### src/rtl/uart_rx_fifo_engine.sv
// UART receive engine: 5..DATA_W data bits, optional parity, FWFT result FIFO.
// Define UART_RX_BREAK_EN to add break detection and the o_brk pulse output.
module uart_rx_fifo_engine #(
  parameter int DATA_W = 8,
  parameter int DEPTH  = 16,
  parameter int DIV_W  = 16
) (
  input  logic              i_clk,
  input  logic              i_rst,
  input  logic              i_rx,
  input  logic [DIV_W-1:0]  i_baud_div,
  input  logic [1:0]        i_nbits,
  input  logic              i_pen,
  input  logic              i_ohel,
  input  logic              i_read,
  input  logic              i_clr,
  output logic [DATA_W-1:0] o_data,
  output logic              o_perr,
  output logic              o_ferr,
  output logic              o_empty,
  output logic              o_full,
  output logic              o_ovf,
  output logic              o_intr
`ifdef UART_RX_BREAK_EN
  ,
  output logic              o_brk
`endif
);

  localparam int AW = $clog2(DEPTH);
  localparam int BW = $clog2(DATA_W);
  localparam int EW = DATA_W + 2;

  localparam logic [2:0] ST_IDLE   = 3'd0;
  localparam logic [2:0] ST_START  = 3'd1;
  localparam logic [2:0] ST_DATA   = 3'd2;
  localparam logic [2:0] ST_PARITY = 3'd3;
  localparam logic [2:0] ST_STOP   = 3'd4;

  // Receiver state
  logic              rx_meta_q, rx_sync_q, rx_prev_q;
  logic [2:0]        state_q, state_d;
  logic [DIV_W-1:0]  cnt_q, cnt_d;
  logic [DIV_W-1:0]  div_q, div_d;
  logic [1:0]        nbits_q, nbits_d;
  logic              pen_q, pen_d;
  logic              ohel_q, ohel_d;
  logic [BW-1:0]     bit_idx_q, bit_idx_d;
  logic [DATA_W-1:0] shift_q, shift_d;
  logic              perr_q, perr_d;
`ifdef UART_RX_BREAK_EN
  logic              zero_q, zero_d;
  logic              brk_wait_q, brk_wait_d;
  logic              brk;
`endif

  // FIFO state
  logic [AW:0]       wr_ptr_q, wr_ptr_d;
  logic [AW:0]       rd_ptr_q, rd_ptr_d;
  logic              ovf_q, ovf_d;
  logic [EW-1:0]     mem_q [DEPTH];

  logic              push;
  logic [EW-1:0]     push_entry;
  logic              do_push, do_pop;
  logic              empty, full;
  logic [EW-1:0]     head;

  logic [DIV_W-1:0]  div_eff;
  logic              cnt_expired;
  logic [BW-1:0]     last_idx;
  logic              start_edge;

  assign div_eff     = (i_baud_div < DIV_W'(4)) ? DIV_W'(4) : i_baud_div;
  assign cnt_expired = (cnt_q <= DIV_W'(1));
  assign last_idx    = BW'(DATA_W - 4) + BW'(nbits_q);
  assign start_edge  = rx_prev_q & ~rx_sync_q;

  // NOTE: every signal assigned here gets a default first, so no path can infer a latch.
  always_comb begin
    state_d    = state_q;
    cnt_d      = (cnt_q != '0) ? cnt_q - DIV_W'(1) : cnt_q;
    div_d      = div_q;
    nbits_d    = nbits_q;
    pen_d      = pen_q;
    ohel_d     = ohel_q;
    bit_idx_d  = bit_idx_q;
    shift_d    = shift_q;
    perr_d     = perr_q;
    push       = 1'b0;
    push_entry = {1'b0, perr_q, shift_q};
`ifdef UART_RX_BREAK_EN
    zero_d     = zero_q;
    brk_wait_d = brk_wait_q;
    brk        = 1'b0;
`endif

    case (state_q)
      ST_IDLE: begin
        if (start_edge) begin
          state_d   = ST_START;
          cnt_d     = div_eff >> 1;
          div_d     = div_eff;
          nbits_d   = i_nbits;
          pen_d     = i_pen;
          ohel_d    = i_ohel;
          bit_idx_d = '0;
          shift_d   = '0;
          perr_d    = 1'b0;
`ifdef UART_RX_BREAK_EN
          zero_d    = 1'b1;
`endif
        end
      end

      ST_START: begin
        if (cnt_expired) begin
          if (!rx_sync_q) begin
            state_d = ST_DATA;
            cnt_d   = div_q;
          end else begin
            state_d = ST_IDLE;
          end
        end
      end

      ST_DATA: begin
        if (cnt_expired) begin
          shift_d[bit_idx_q] = rx_sync_q;
          cnt_d              = div_q;
`ifdef UART_RX_BREAK_EN
          zero_d             = zero_q & ~rx_sync_q;
`endif
          if (bit_idx_q == last_idx) begin
            state_d = pen_q ? ST_PARITY : ST_STOP;
          end else begin
            bit_idx_d = bit_idx_q + BW'(1);
          end
        end
      end

      ST_PARITY: begin
        if (cnt_expired) begin
          // Unused high bits of shift_q stay 0, so they never disturb the XOR.
          perr_d  = ((^shift_q) ^ rx_sync_q) != ohel_q;
          cnt_d   = div_q;
          state_d = ST_STOP;
`ifdef UART_RX_BREAK_EN
          zero_d  = zero_q & ~rx_sync_q;
`endif
        end
      end

      ST_STOP: begin
`ifdef UART_RX_BREAK_EN
        if (brk_wait_q) begin
          // Leave only after the line has stayed high for a whole bit period.
          if (!rx_sync_q) begin
            cnt_d = div_q;
          end else if (cnt_expired) begin
            brk_wait_d = 1'b0;
            state_d    = ST_IDLE;
          end
        end else if (cnt_expired) begin
          push       = 1'b1;
          push_entry = {~rx_sync_q, perr_q, shift_q};
          if (zero_q && !rx_sync_q) begin
            brk        = 1'b1;
            brk_wait_d = 1'b1;
            cnt_d      = div_q;
          end else begin
            state_d = ST_IDLE;
          end
        end
`else
        if (cnt_expired) begin
          push       = 1'b1;
          push_entry = {~rx_sync_q, perr_q, shift_q};
          state_d    = ST_IDLE;
        end
`endif
      end

      default: state_d = ST_IDLE;
    endcase
  end

  // FIFO control: a pop on the same cycle frees the slot a full-FIFO push needs.
  assign empty   = (wr_ptr_q == rd_ptr_q);
  assign full    = (wr_ptr_q[AW] != rd_ptr_q[AW]) &&
                   (wr_ptr_q[AW-1:0] == rd_ptr_q[AW-1:0]);
  assign do_pop  = i_read & ~empty;
  assign do_push = push & (~full | do_pop);

  always_comb begin
    wr_ptr_d = do_push ? wr_ptr_q + (AW+1)'(1) : wr_ptr_q;
    rd_ptr_d = do_pop  ? rd_ptr_q + (AW+1)'(1) : rd_ptr_q;
    ovf_d    = ovf_q;
    if (push && full && !do_pop) begin
      ovf_d = 1'b1;
    end else if (i_clr) begin
      ovf_d = 1'b0;
    end
  end

  // NOTE: sequential state uses non-blocking assignments so every flop samples pre-edge values.
  always_ff @(posedge i_clk or posedge i_rst) begin
    if (i_rst) begin
      rx_meta_q  <= 1'b1;
      rx_sync_q  <= 1'b1;
      rx_prev_q  <= 1'b1;
      state_q    <= ST_IDLE;
      cnt_q      <= '0;
      div_q      <= DIV_W'(4);
      nbits_q    <= '0;
      pen_q      <= 1'b0;
      ohel_q     <= 1'b0;
      bit_idx_q  <= '0;
      shift_q    <= '0;
      perr_q     <= 1'b0;
`ifdef UART_RX_BREAK_EN
      zero_q     <= 1'b0;
      brk_wait_q <= 1'b0;
`endif
      wr_ptr_q   <= '0;
      rd_ptr_q   <= '0;
      ovf_q      <= 1'b0;
    end else begin
      rx_meta_q  <= i_rx;
      rx_sync_q  <= rx_meta_q;
      rx_prev_q  <= rx_sync_q;
      state_q    <= state_d;
      cnt_q      <= cnt_d;
      div_q      <= div_d;
      nbits_q    <= nbits_d;
      pen_q      <= pen_d;
      ohel_q     <= ohel_d;
      bit_idx_q  <= bit_idx_d;
      shift_q    <= shift_d;
      perr_q     <= perr_d;
`ifdef UART_RX_BREAK_EN
      zero_q     <= zero_d;
      brk_wait_q <= brk_wait_d;
`endif
      wr_ptr_q   <= wr_ptr_d;
      rd_ptr_q   <= rd_ptr_d;
      ovf_q      <= ovf_d;
    end
  end

  // NOTE: the storage array has no reset; the pointers alone decide which entries are valid.
  always_ff @(posedge i_clk) begin
    if (do_push) begin
      mem_q[wr_ptr_q[AW-1:0]] <= push_entry;
    end
  end

  // The head is masked while empty so outputs read 0 out of reset.
  assign head    = empty ? '0 : mem_q[rd_ptr_q[AW-1:0]];
  assign o_data  = head[DATA_W-1:0];
  assign o_perr  = head[DATA_W];
  assign o_ferr  = head[DATA_W+1];
  assign o_empty = empty;
  assign o_full  = full;
  assign o_ovf   = ovf_q;
  assign o_intr  = ~empty | ovf_q;
`ifdef UART_RX_BREAK_EN
  assign o_brk   = brk;
`endif

endmodule

### config.mk
export PLATFORM = sky130hd
export DESIGN_NAME = uart_rx_fifo_engine
export DESIGN_NICKNAME = d
export VERILOG_FILES = /design/src/rtl/uart_rx_fifo_engine.sv
export SDC_FILE = /design/constraint.sdc
export NUM_CORES = 1
export LEC_CHECK = 0
export ABC_AREA = 1
export CORE_MARGIN = 2
export CORE_UTILIZATION = 30
export DETAILED_ROUTE_END_ITERATION = 8
export SYNTH_ARGS = -nofsm -noshare
export SYNTH_HDL_FRONTEND = slang
export SYNTH_SLANG_ARGS = --single-unit
### constraint.sdc
create_clock -name i_clk -period 2.5 [get_ports i_clk]
set_input_delay 0.25 -clock i_clk [delete_from_list [all_inputs] [get_ports i_clk]]
set_output_delay 0.25 -clock i_clk [all_outputs]
set_load 0.1 [all_outputs]
==> results.txt <==
- Number of stages on the worst setup path: 9
- Counting flops with an async set or reset pin after synthesis yields a share of 0.289.
- Leak pwr: approximately 5.1 nW
* Fin. max-slew vios: 0
- TritonCTS built the clock tree.
* Fraction of final layout cells sized beyond drive strength 1: 0.165
* Final antenna-violating net count: 0
* Sink Count: 225
- The number of antenna diodes in the final layout is 0.
* Initial Utilization: 0.306
* Pre-CTS setup slack: ~0.33 ns
- Setup violations remaining at the end of the flow were counted as 10.
* Worst path required time: 2.25 ns
- Cell type with the highest aggregate area in the netlist: edfxtp_1
* Total Wirelength: roughly 26 mm
- At the pin with the least slew margin, the transition time is 0.828 ns.
- The floorplan step defined a die boundary enclosing around 36000 um2.
- The largest single stage delay on the critical path is 0.43 ns.
- Power, Total: 16.2 mW
- The number of nets in the synthesized netlist is about 1100.
- At the end of routability-driven placement, the weighted congestion stood at approximately 0.83.
- Setup repair after global routing could not meet its margin everywhere.
* First-pass GRT wire length: about 41 mm
- The worst setup path is of the flip-flop to output pin kind.
- Via total after detailed routing: around 7600
* Number of global-route vias before repair: roughly 7400
- Worst setup path startpoint: rd_ptr_q[0]$_DFFE_PP0P_
- The share of synthesized area in the top cell type comes to 0.465.
- From synthesis to final layout, the design area changed by 25.4%.
* Count of max-cap constraint violations: 0
- The tree is rooted in a clkbuf_16.
* Number of vias per cell after detailed routing: about 4.8
- Pin count of the biggest net entering global routing: 43
- Netlist area before placement: approximately 10000 um2
- The most common cell in the synthesized netlist is nand2_1.
* HPWL reported at the end of detailed placement: 16.6 mm
- Largest buffer count on any clock path: 3
- Tmin final: between 2 and 3 ns
- Buf/Inv on CP: 5
* Synth Flop Type: edfxtp_1
- Buffers inserted to repair hold after CTS numbered 0.
* Clock transition at the registers of the reported paths: 0.06 ns
* Insertion delay to the later sink of the worst-skew pair: around 0.54 ns
* Arrival time of the worst setup path: 2.32 ns
* Count of different cell masters after synthesis: 42
* 1st-pass router iterations: 5
- Mapped Cells: 1050
- Number of inserted filler cells in the final layout: approximately 3300
- Capturing point of the worst reg2reg path: mem_q[9][2]$_DFFE_PP_
- Aggregate negative setup slack: -0.344 ns
* Most prevalent standard cell on the critical path: buf_12
* Capturing element type of the critical path: output pin
- Antenna violations before repair: 0
- Count of flip-flops with a built-in enable after synthesis: between 150 and 200
- RR Startpoint: rd_ptr_q[0]$_DFFE_PP0P_
- Internal reg-to-reg setup slack: between 0.2 and 0.25 ns
* Final hold viol count: 0
- Largest driver fanout on the critical path: 7
* Cell types occupying the most area after synthesis: edfxtp_1 47%, dfrtp_1 15%, nand2_1 8.5%, nor2_1 6.4%, o21ai_0 4.8%
* Crit-path slowest cell: dfrtp_2
- In this run the tool buffered the top-level ports with 38 buffer cells.
- Final setup margin: -0.0746 ns
- Pin placement for this block handled 39 I/O pins.
* Power per cell area: around 1300 nW/um2
- Yosys synthesis warning count: 0
- Critical path cell sequence: buf_12, inv_12, buf_12, buf_8, nor2_1, o211ai_1, nand3_1, a21oi_2, buf_12
- The flow ran to the end, but the final reports show violations.
- Normalized max-slew margin: 0.448
- The total area inside the core boundary comes to between 30000 and 40000 um2.
- Die span in x: 190 um
- Maximum ir drop on the vdd rail: ~1.7 mV
- Overall routing resource usage: 0.146
* Violations in the final reports: negative setup slack
* Critical Path Start Type: flip-flop
* Multi-input combinational cell area: between 3000 and 4000 um2
- Clock skew on the completed layout was measured at between 0.02 and 0.025 ns.
- In this run the cell area measured after placement is roughly 12000 um2.
* Achievable frequency: 0.388 GHz
* Nets: ~1200
- Number of DRC violations after detailed-routing iteration 0: about 600
- Counting cells, the worst reg-to-reg path comes to 10.
- H-tree levels: 1
- The floorplan step set the die height to 190 um.
- Sequential share of the synthesized area: 0.623
- With fillers left out, the area of the finished cells amounts to 12900 um2.
* Min-delay worst type: input pin to async pin
- Footprint of the flip-flops and latches: ~6400 um2
* Fin crit share: 1.03
* Yosys reg bits: 225
- Post-route DRC: 0
* Number of buffers inserted during clock tree synthesis: 25
- Synth Area per Inst: between 9 and 10 um2
- Global routing finished with a remaining overflow of 0.
* Wirelength per Cell: 16.4 um
- Share of the core filled with cells: 0.384
- Number of rows in the core area: 67
- Most instantiated cells after synthesis: 235 x nand2_1, 176 x nor2_1, 160 x edfxtp_1
- Top cell family by delay on the critical path: buffers and inverters
-- cells by family (layout without fill, tap and decap cells) --
family | count (synthesis) | after routing | synth area share
and+or+nand+nor | 502 | 502 | 0.207
DFF | 225 | 225 | 0.623
AOI/OAI and AO/OA | 179 | 179 | 0.0962
buffers and inverters | 114 | 216 | 0.0456
xor gates and xnor gates | 22 | 22 | 0.0187
adders and majority gates | 8 | 8 | 0.00969
-- flip-flops by register name, summed over array words and instances, names as in the netlist --
signal     cells
rd_ptr_q       5
div_q         16
state_q        3
cnt_q         16
nbits_q        2
rx_meta_q      1
o_ovf          1
pen_q          1
rx_sync_q      1
shift_q        8
bit_idx_q      3
mem_q        160
ohel_q         1
wr_ptr_q       5
rx_prev_q      1
perr_q         1
-- routing by layer --
layer  GRT usage  part of all wire  up-vias
met3      0.0217             0.054       38
met5           0                 0        -
met4      0.0376             0.021        0
li1            -                 -     3711
met2       0.241              0.47      197
met1       0.202              0.45     3665
-- worst max path at each step --
| stage | slack (ns) | end |
|---|---|---|
| after floorplan | -0.55 | o_data[1] |
| after global placement | 0.37 | mem_q[8][2]$_DFFE_PP_ |
| after detailed placement | 0.33 | o_intr |
| after CTS | -0.07 | o_perr |
| after global routing | -0.14 | o_data[7] |
| final | -0.07 | o_perr |
-- cells in the final DEF, fill, tap and decap left out, types with 7 or more instances in the layout --
| cell type | count |
|---|---|
| buf_12 | 22 |
| buf_16 | 7 |
| buf_4 | 43 |
| clkbuf_16 | 27 |
| clkdlybuf4s50_1 | 24 |
| clkinv_1 | 7 |
| dfrtp_1 | 58 |
| edfxtp_1 | 160 |
| ha_1 | 8 |
| inv_1 | 51 |
| inv_2 | 16 |
| nand2_1 | 229 |
| nand2_2 | 11 |
| nand3_1 | 44 |
| nand4_1 | 7 |
| nor2_1 | 172 |
| nor2_4 | 8 |
| nor3_1 | 11 |
| o211ai_1 | 21 |
| o21ai_0 | 73 |
| o21ai_1 | 48 |
| xnor2_1 | 8 |
| xor2_1 | 14 |
-- tightest hold or removal path, cell delays in order --
cell,delay [ns]
clkdlybuf4s50_1,0.41
inv_2,0.06
buf_4,0.31
-- report_power, final --
group | switching, mW | internal [mW]
Clock | 1.52 | 2.15
Combinational | 4.91 | 2.96
Sequential | 0.337 | 4.34
-- layout make-up --
cell class | count | area share
Tap cell | 448 | 0.0433
Clock buffer | 26 | 0.0486
Timing Repair Buffer | 100 | 0.0983
Multi-Input combinational cell | 711 | 0.276
Sequential cell | 225 | 0.497
Clock inverter | 20 | 0.0147
Inverter | 70 | 0.0218
-- repair_timing --
action | in CTS | in global routing
endpoints found under the hold margin | 0 | 0
cloned | 6 | 2
setup endpoints to repair | 12 | 12
gates resized for setup | 48 | 36
setup buffers | 13 | 2
pin swaps | 12 | 15
-- through the flow --
step                      instances  hold slack (ns)
after CTS                      1596           0.0765
after global routing           1600            0.115
after detailed placement       1531            0.358
final                          1600           0.0832
after global placement         1531            0.347
after floorplan                1050            0.254
Power figures use the tool's default switching activity.
